### config.mk
export PLATFORM = sky130hd
export DESIGN_NAME = event_latency_scoreboard
export DESIGN_NICKNAME = d
export VERILOG_FILES = /design/src/rtl/event_latency_scoreboard.sv
export SDC_FILE = /design/constraint.sdc
export NUM_CORES = 2
export LEC_CHECK = 0
export BUFFER_PORTS_ARGS = -buffer_cell sky130_fd_sc_hd__buf_2
export CAP_MARGIN = 15
export CORE_ASPECT_RATIO = 0.8
export CORE_MARGIN = 4
export CORE_UTILIZATION = 62
export DETAILED_ROUTE_END_ITERATION = 12
export PLACE_DENSITY = 0.77
export SLEW_MARGIN = 0
export SYNTH_ARGS = -nofsm -noshare
export SYNTH_HDL_FRONTEND = slang
export SYNTH_SLANG_ARGS = --single-unit
### constraint.sdc
create_clock -name clk -period 7.75 [get_ports clk]
set_input_delay 0 -clock clk [delete_from_list [all_inputs] [get_ports clk]]
set_output_delay 0 -clock clk [all_outputs]
set_load 0.01 [all_outputs]
### src/rtl/event_latency_scoreboard.sv
// Multi-outstanding event latency scoreboard: pairs start/end events by ID against a free-running
// timestamp and emits {id, start_ts, end_ts, delta} records through a show-ahead FIFO.
// Optional: EVENT_TS_ORPHAN_CNT_EN builds the saturating orphan-end counter.
module event_latency_scoreboard #(
    parameter int ID_W      = 4,
    parameter int TS_W      = 64,
    parameter int OUT_DEPTH = 4
) (
    input  logic              clk,
    input  logic              rst,
    input  logic              start_valid,
    output logic              start_ready,
    input  logic [ID_W-1:0]   start_id,
    input  logic              end_valid,
    output logic              end_ready,
    input  logic [ID_W-1:0]   end_id,
    output logic              out_valid,
    input  logic              out_ready,
    output logic [ID_W-1:0]   out_id,
    output logic [TS_W-1:0]   out_start_ts,
    output logic [TS_W-1:0]   out_end_ts,
    output logic [TS_W-1:0]   out_ts,
    output logic [ID_W:0]     pending_cnt,
    output logic [15:0]       orphan_cnt
);

    localparam int N_ID  = 1 << ID_W;
    localparam int PTR_W = (OUT_DEPTH > 1) ? $clog2(OUT_DEPTH) : 1;

    localparam logic [TS_W-1:0]  TS_ONE   = {{(TS_W-1){1'b0}}, 1'b1};
    localparam logic [PTR_W-1:0] PTR_ONE  = {{(PTR_W-1){1'b0}}, 1'b1};
    localparam logic [PTR_W:0]   CNT_ONE  = {{PTR_W{1'b0}}, 1'b1};
    localparam logic [PTR_W:0]   CNT_FULL = (PTR_W+1)'(OUT_DEPTH);
    localparam logic [ID_W:0]    PEND_ONE = {{ID_W{1'b0}}, 1'b1};

    logic [TS_W-1:0]  cnt_q;
    logic [N_ID-1:0]  open_q;
    logic [TS_W-1:0]  start_ts_q [N_ID];
    logic [ID_W:0]    pending_q;

    logic [ID_W-1:0]  fifo_id    [OUT_DEPTH];
    logic [TS_W-1:0]  fifo_sts   [OUT_DEPTH];
    logic [TS_W-1:0]  fifo_ets   [OUT_DEPTH];
    logic [TS_W-1:0]  fifo_delta [OUT_DEPTH];
    logic [PTR_W-1:0] wr_ptr_q;
    logic [PTR_W-1:0] rd_ptr_q;
    logic [PTR_W:0]   count_q;
    logic [PTR_W:0]   count_nxt;
    logic             full_q;

    logic             start_fire;
    logic             end_fire;
    logic             end_hit;
    logic             match;
    logic             pop;
    logic [TS_W-1:0]  matched_ts;
    logic [TS_W-1:0]  delta;

    // An end only ever sees the registered open bits, so it cannot match a same-cycle start.
    assign start_ready = !open_q[start_id];
    assign start_fire  = start_valid && start_ready;
    assign end_ready   = !full_q;
    assign end_fire    = end_valid && !full_q;
    assign end_hit     = open_q[end_id];
    assign match       = end_fire && end_hit;
    assign matched_ts  = start_ts_q[end_id];
    assign delta       = cnt_q - matched_ts;

    assign out_valid    = (count_q != '0);
    assign pop          = out_valid && out_ready;
    assign out_id       = fifo_id[rd_ptr_q];
    assign out_start_ts = fifo_sts[rd_ptr_q];
    assign out_end_ts   = fifo_ets[rd_ptr_q];
    assign out_ts       = fifo_delta[rd_ptr_q];
    assign pending_cnt  = pending_q;

    always_ff @(posedge clk or posedge rst) begin
        if (rst) begin
            cnt_q <= '0;
        end else begin
            cnt_q <= cnt_q + TS_ONE;
        end
    end

    always_ff @(posedge clk or posedge rst) begin
        if (rst) begin
            open_q <= '0;
        end else begin
            if (match) begin
                open_q[end_id] <= 1'b0;
            end
            if (start_fire) begin
                open_q[start_id] <= 1'b1;
            end
        end
    end

    always_ff @(posedge clk) begin
        if (start_fire) begin
            start_ts_q[start_id] <= cnt_q;
        end
    end

    always_ff @(posedge clk or posedge rst) begin
        if (rst) begin
            pending_q <= '0;
        end else begin
            case ({start_fire, match})
                2'b10:   pending_q <= pending_q + PEND_ONE;
                2'b01:   pending_q <= pending_q - PEND_ONE;
                default: pending_q <= pending_q;
            endcase
        end
    end

    always_comb begin
        count_nxt = count_q;
        case ({match, pop})
            2'b10:   count_nxt = count_q + CNT_ONE;
            2'b01:   count_nxt = count_q - CNT_ONE;
            default: count_nxt = count_q;
        endcase
    end

    always_ff @(posedge clk or posedge rst) begin
        if (rst) begin
            wr_ptr_q <= '0;
            rd_ptr_q <= '0;
            count_q  <= '0;
            full_q   <= 1'b0;
        end else begin
            if (match) begin
                wr_ptr_q <= wr_ptr_q + PTR_ONE;
            end
            if (pop) begin
                rd_ptr_q <= rd_ptr_q + PTR_ONE;
            end
            count_q <= count_nxt;
            full_q  <= (count_nxt == CNT_FULL);
        end
    end

    always_ff @(posedge clk) begin
        if (match) begin
            fifo_id[wr_ptr_q]    <= end_id;
            fifo_sts[wr_ptr_q]   <= matched_ts;
            fifo_ets[wr_ptr_q]   <= cnt_q;
            fifo_delta[wr_ptr_q] <= delta;
        end
    end

`ifdef EVENT_TS_ORPHAN_CNT_EN
    logic [15:0] orphan_q;
    logic        orphan;

    assign orphan     = end_fire && !end_hit;
    assign orphan_cnt = orphan_q;

    always_ff @(posedge clk or posedge rst) begin
        if (rst) begin
            orphan_q <= '0;
        end else if (orphan && (orphan_q != 16'hFFFF)) begin
            orphan_q <= orphan_q + 16'd1;
        end
    end
`else
    assign orphan_cnt = '0;
`endif

endmodule
# [Word level (Yosys, flattened, before mapping)]
# Memories as Yosys holds them, arrays and structs flattened.
# Cells that the tools add are included.
[classes] addsub=8 n_mul=0 div=0 n_lt_le_gt_ge=4 eq_ne=5 shifts=0 n_mux=16 bitwise_logic=3 reduce_logical=10
[ops] cell="$add A64 B1 Y64 const B" count=1
[ops] cell="$sub A64 B64 Y64" count=1
[ops] cell="$mux W16" count=2
[ops] cell="$and A16 B16 Y16" count=1
[ops] cell="$not A16 Y16" count=1
[ops] cell="$or A16 B16 Y16" count=1
[ops] cell="$lt A4 B5 Y1 const B" count=2
[ops] cell="$pmux W5 S2" count=1
[ops] cell="$bmux W1 S4" count=2
[ops] cell="$demux W1 S4" count=2
[ops] cell="$ge A4 B1 Y1 const B" count=2
[ops] cell="$mux W1" count=8
[ops] cell="$logic_and A1 B1 Y1" count=6
[ops] cell="$pmux W3 S2" count=1
[ops] cell="$add A5 B1 Y5 const B" count=1
[ops] cell="$sub A5 B1 Y5 const B" count=1
[ops] cell="$add A2 B1 Y2 const B" count=2
[ops] cell="$eq A2 B1 Y1 const B" count=2
[ops] cell="$eq A2 B2 Y1 const B" count=2
[ops] cell="$add A3 B1 Y3 const B" count=1
[ops] cell="$eq A3 B3 Y1 const B" count=1
[ops] cell="$reduce_bool A3 Y1" count=1
[ops] cell="$sub A3 B1 Y3 const B" count=1
[ops] cell="$logic_not A1 Y1" count=2
[ops] cell="$reduce_bool A2 Y1" count=1
[totals] ff_bits=93 latch_bits=0 ram_bits=1808 mem_bits_ro=0 in_bits=13 output_inout_bits=220 word_cells=58 n_memories=5
[memory_table] name="start_ts_q" depth=16 word_bits=64 read_ports=1 rd_clocked_by_memory_dff=0 write_ports=1 line="38" rtl="logic [TS_W-1:0] start_ts_q [N_ID];"
[memory_table] name="fifo_delta" depth=4 word_bits=64 read_ports=1 rd_clocked_by_memory_dff=0 write_ports=1 line="44" rtl="logic [TS_W-1:0] fifo_delta [OUT_DEPTH];"
[memory_table] name="fifo_ets" depth=4 word_bits=64 read_ports=1 rd_clocked_by_memory_dff=0 write_ports=1 line="43" rtl="logic [TS_W-1:0] fifo_ets [OUT_DEPTH];"
[memory_table] name="fifo_sts" depth=4 word_bits=64 read_ports=1 rd_clocked_by_memory_dff=0 write_ports=1 line="42" rtl="logic [TS_W-1:0] fifo_sts [OUT_DEPTH];"
[memory_table] name="fifo_id" depth=4 word_bits=4 read_ports=1 rd_clocked_by_memory_dff=0 write_ports=1 line="41" rtl="logic [ID_W-1:0] fifo_id [OUT_DEPTH];"

# [Depth between registers and ports, before layout]
[logic_depth] word_depth=9 depth_mapped=19 depth_no_buf=14

# [Least setup slack after synthesis]
# OpenSTA, ideal clock, no wires.
[synth_timing] path_type="register -> register" from="register open_q[15]" to="memory start_ts_q[1][0], enable pin" setup_ps=566 arrival_time_ps=6081 required_ps=7184 setup_slack_ps=1103 stages_incl_launch_ff=8 path_buffers=0 synth_period_minus_slack_ps=6647 path_cell_list="dfrtp_1 > mux4_2 > mux4_2 > inv_2 > nand2_2 > inv_2 > nand3b_1 > nor3_1"
[synth_between] elab_chain_cells=6
[synth_rtl] element="start, declared" line="37" rtl="logic [N_ID-1:0] open_q;"
[synth_rtl] element="start signal, assigned" line="87" rtl="open_q <= '0;"
[synth_rtl] element="start signal, assigned by index" line="90" rtl="open_q[end_id] <= 1'b0;"
[synth_rtl] element="start signal, assigned by index" line="93" rtl="open_q[start_id] <= 1'b1;"
[synth_rtl] element="$bmux W1 S4" line="60" rtl="assign start_ready = !open_q[start_id];"
[synth_rtl] element="$mux W1 (implied by the code)" line="60"
[synth_rtl] element="$logic_not A1 Y1" line="60"
[synth_rtl] element="via start_ready" line="12" rtl="output logic start_ready,"
[synth_rtl] element="$logic_and A1 B1 Y1" line="61" rtl="assign start_fire = start_valid && start_ready;"
[synth_rtl] element="$mux W1" line="99" rtl="if (start_fire) begin"
[synth_rtl] element="$mux W1 (implied by the code)" line="100" rtl="start_ts_q[start_id] <= cnt_q;"
[synth_rtl] element="end, declared" line="38"
# The timed path passes the listed nets, and every way through them passes these cells. The select of a mux whose other input is x is not followed.

# [Worst setup path in the final report]
[layout_timing] from="input end_id[0]" to="memory fifo_delta[0][55] (data pin)"
[layout_between] elab_chain_cells=2
[layout_rtl] element="start, declared" line="16" rtl="input logic [ID_W-1:0] end_id,"
[layout_rtl] element="$mem_v2 Z16 W64"
[layout_rtl] element="via matched_ts[26]" line="56" rtl="logic [TS_W-1:0] matched_ts;"
[layout_rtl] element="$sub A64 B64 Y64" line="67" rtl="assign delta = cnt_q - matched_ts;"
[layout_rtl] element="via delta[55]" line="57" rtl="logic [TS_W-1:0] delta;"
[layout_rtl] element="end, declared" line="44"
# The timed path passes the listed nets, and every way through them passes these cells.

==> results by group <==
Critical path
  • Max stage delay on crit path: 0.68 ns
  • CP Capture Type: register
  • Worst Path Required: 8.31 ns
  • Reg2reg end: fifo_delta[0][52]
  • CP Data Arrival Time: 6.08 ns
  • Worst r2r src: start_ts_q[11][0]
  • CP startpoint kind: input pin
  • CP max FO: 77
  • Levels on crit path: 16
  • FF-to-FF setup slack: 2.35 ns
  • CP Cell Sequence: buf_8, buf_12, mux4_2, mux4_2, inv_1, ha_1, nand4_1, nor4_1, nand2_1, a211oi_1, nor3_2, o21ai_1, a211o_1, a21oi_1, o21ai_1, xnor2_1
  • Critical Path Source: end_id[0]
  • Reg2Reg Depth: 13
  • Crit path buf inv count: 3
  • Cell family with most CP delay: compound AO/OA/AOI/OAI gates
  • Critical Path End: fifo_delta[0][55]
  • Crit Path Category: input pin to register
  • CP max-delay cell: a211oi_1

Cells and area
  • Layout Utilization: 70.4%
  • FILL cells: 6,935
  • Final #Nets: 3,901
  • Fraction of layout cells with a size suffix above 1: 28.2%
  • Design Area, Final: 84,000 sq um
  • Area growth syn-to-layout: 12.2%
  • Most frequent cells in the layout: 1,808 x edfxtp_1, 526 x mux4_2, 212 x buf_2
  • Most common cell after layout, fill and taps aside: edfxtp_1

Drt
  • DRT Wirelength: 184,000 microns
  • Vias per inst: 6.82
  • Via count: 37,968
  • Initial DRT Pass Iterations: 6
  • Post-DRT Antenna Nets: 0
  • Routed len/inst: 33.0 microns
  • Iteration-0 DRC Markers: 6,189
  • Residual DRC: 0

Clock tree
  • Worst skew pair latency: 0.80 ns
  • CTS tree: done
  • CTS sink count: 1,901
  • # H-tree levels: 4
  • Setup bufs post-CTS: 0
  • Clock slew at reported path FFs: 0.06 ns
  • Post-cts sizing count: 0
  • Clk root buf: clkbuf_16
  • Num CTS Buffers: 172
  • Hold-fix buffers at CTS: 13
  • Clock Path Buffers: 3

Flow run
  • MaxCap Viol Count: 0

Global route
  • First-pass GRT wire length: 269,000 microns
  • Pin count of the biggest net entering global routing: 93
  • Total GRT Usage: 29.6%
  • Initial antenna violation count: 10
  • Gr ovfl total: 0
  • Vias in the first global route: 37,933

Die
  • Die X: 397 microns
  • Chip Height: 319 microns
  • Die Area: 126,000 sq um
  • Io pins: 233
  • Core ar.: 119,000 sq um
  • Placement Rows: 113
  • Starting Density: 62.8%

Power
  • Leakage: 29.4 nW
  • Peak supply drop: 0.277 mV
  • Pwr/cell area: 301 nW/um^2
  • Tot Pwr: 25.3 mW

Hold path
  • WHS Path Cells: 4
  • Hold/Removal Path Class: input pin to register

STA
  • Post-layout minimum cycle time: 5.51 ns
  • # setup viols final: 0
  • Fin Setup TNS: 0 ns
  • Final Max Slew Viols: 0
  • Worst-margin pin slew: 1.18 ns
  • Fin crit share: 71.1%
  • Slew headroom: 21.1%
  • Final Hold Viols: 0
  • Max Freq: 181 MHz
  • RSZ-0062 raised after global routing: false
  • Post-route clock skew: 0.0321 ns

Synthesis
  • Number of synthesized flops with an enable pin: 1,808
  • Synth Area in XOR/XNOR: 1.57%
  • Compound-gate portion of the synthesized area: 2.00%
  • Sequential fraction of the synthesis area: 75.6%
  • Ys async rst share: 4.89%
  • Yosys cell types: 67
  • Yosys warns: 0
  • Mapped cell area: 74,900 sq um
  • Synthesized area per cell: 21.5 sq um
  • Synth Flop Type: edfxtp_1
  • Combinational family with the most area after synthesis: multiplexers
  • Gate Count Post-Synth: 3,478
  • Simple-gate share of the synthesized area: 2.19%
  • Post-synthesis mux area share: 15.8%
  • Flops & latches, synth: 1,901
  • Adder-cell share of the synthesized area: 1.30%

Place
  • Routability Congestion: 0.903
  • Port buffer count: 216
  • Placed wire-length estimate: 103,000 microns
  • Placed Area: 78,300 sq um

Status
  • Status: completed
[metrics by stage]
step,instances,hold slack [ns],worst slack (ns)
after floorplan,3493,0.0989,1.10
after global placement,5235,0.212,1.69
after detailed placement,5235,0.214,1.63
after CTS,5564,0.104,2.39
after global routing,5564,0.145,1.89
final,5566,0.157,2.24
[flip-flops by register name (all words and copies together), names as in the netlist]
name,cells
cnt_q,64
count_q,3
fifo_delta,256
fifo_ets,256
fifo_id,16
fifo_sts,256
full_q,1
open_q,16
pending_cnt,5
rd_ptr_q,2
start_ts_q,1024
wr_ptr_q,2
[worst min path at each step]
| stage | from | to |
|---|---|---|
| 6_report | out_ready | rd_ptr_q[0] |
| 5_1_grt | end_id[2] | fifo_id[1][2] |
| 4_1_cts | out_ready | rd_ptr_q[0] |
| 3_5_place_dp | rst | cnt_q[28] |
| 3_3_place_gp | rst | cnt_q[29] |
| 2_1_floorplan | end_id[0] | fifo_id[0][0] |
[cell type report]
| type | instances | area [sq um] | share of cell area [%] |
|---|---|---|---|
| Tap cell | 1610 | 2010 | 2.40 |
| Inverter | 105 | 397 | 0.472 |
| Clock buffer | 242 | 4860 | 5.78 |
| Antenna cell | 2 | 5.00 | 0.00596 |
| Multi-Input combinational cell | 1320 | 17300 | 20.6 |
| Timing Repair Buffer | 312 | 2050 | 2.44 |
| Clock inverter | 74 | 769 | 0.916 |
| Sequential cell | 1901 | 56600 | 67.4 |
[worst reg2reg max path: stages, from the launching register on]
cell and delay [ns]:
edfxtp_1 0.38, mux4_2 0.48, mux4_2 0.54, ha_1 0.26, fa_1 0.46, nor2b_1 0.22
o2111ai_1 0.14, nand2_1 0.21, a31oi_4 0.19, o21ai_2 0.29, a21oi_1 0.27, o41ai_4 0.74
a21boi_1 0.23, xnor2_1 0.66
[Yosys cell counts, types with 7 or more instances]
library cell  number  area [sq um]
xor2_1            43           377
ha_1              73           913
o21a_1             7          52.6
buf_2             28           140
buf_1             30           113
nor3_1            14          70.1
a31oi_1            8          50.1
buf_4             19           143
xnor2_1           91           797
o21bai_1          11          82.6
mux4_2           526         11800
dfrtp_1           93          2330
nand2_1          103           387
nand2b_1           7          43.8
edfxtp_1        1808         54300
nand3_1           45           225
nor2_1            67           251
nand4_1           30           188
inv_1            103           387
a21oi_1           81           405
clkbuf_1          88           330
and3_1            18           113
a21o_1            35           263
nor2b_1            7          43.8
o21ai_0           47           235
[routing by layer]
metal	track usage, %	vias to the layer above	part of all wire [%]	wire length, microns
met5	0	-	0.0076	14
met4	7.90	2	2.5	4580
li1	-	14992	-	-
met1	45.4	19794	38	70600
met3	7.57	337	13	24100
met2	43.6	2843	46	84500
[cell families (layout without fill, tap and decap cells)]
| family | count (synthesis) | after routing |
|---|---|---|
| DFF | 1901 | 1901 |
| muxes | 526 | 526 |
| and+or+nand+nor | 333 | 333 |
| buffers and inverters | 272 | 733 |
| AOI/OAI and AO/OA | 235 | 235 |
| xor gates and xnor gates | 134 | 134 |
| adders and majority gates | 76 | 76 |
| other | 1 | 18 |
[report_power, final]
group          total (mW)  switching, mW  internal (mW)
registers            12.2          0.269           11.9
logic                4.54           2.67           1.87
clock network        8.53           3.65           4.87
total                25.3           6.59           18.7
Note: power is estimated with default switching activity, not from simulation.
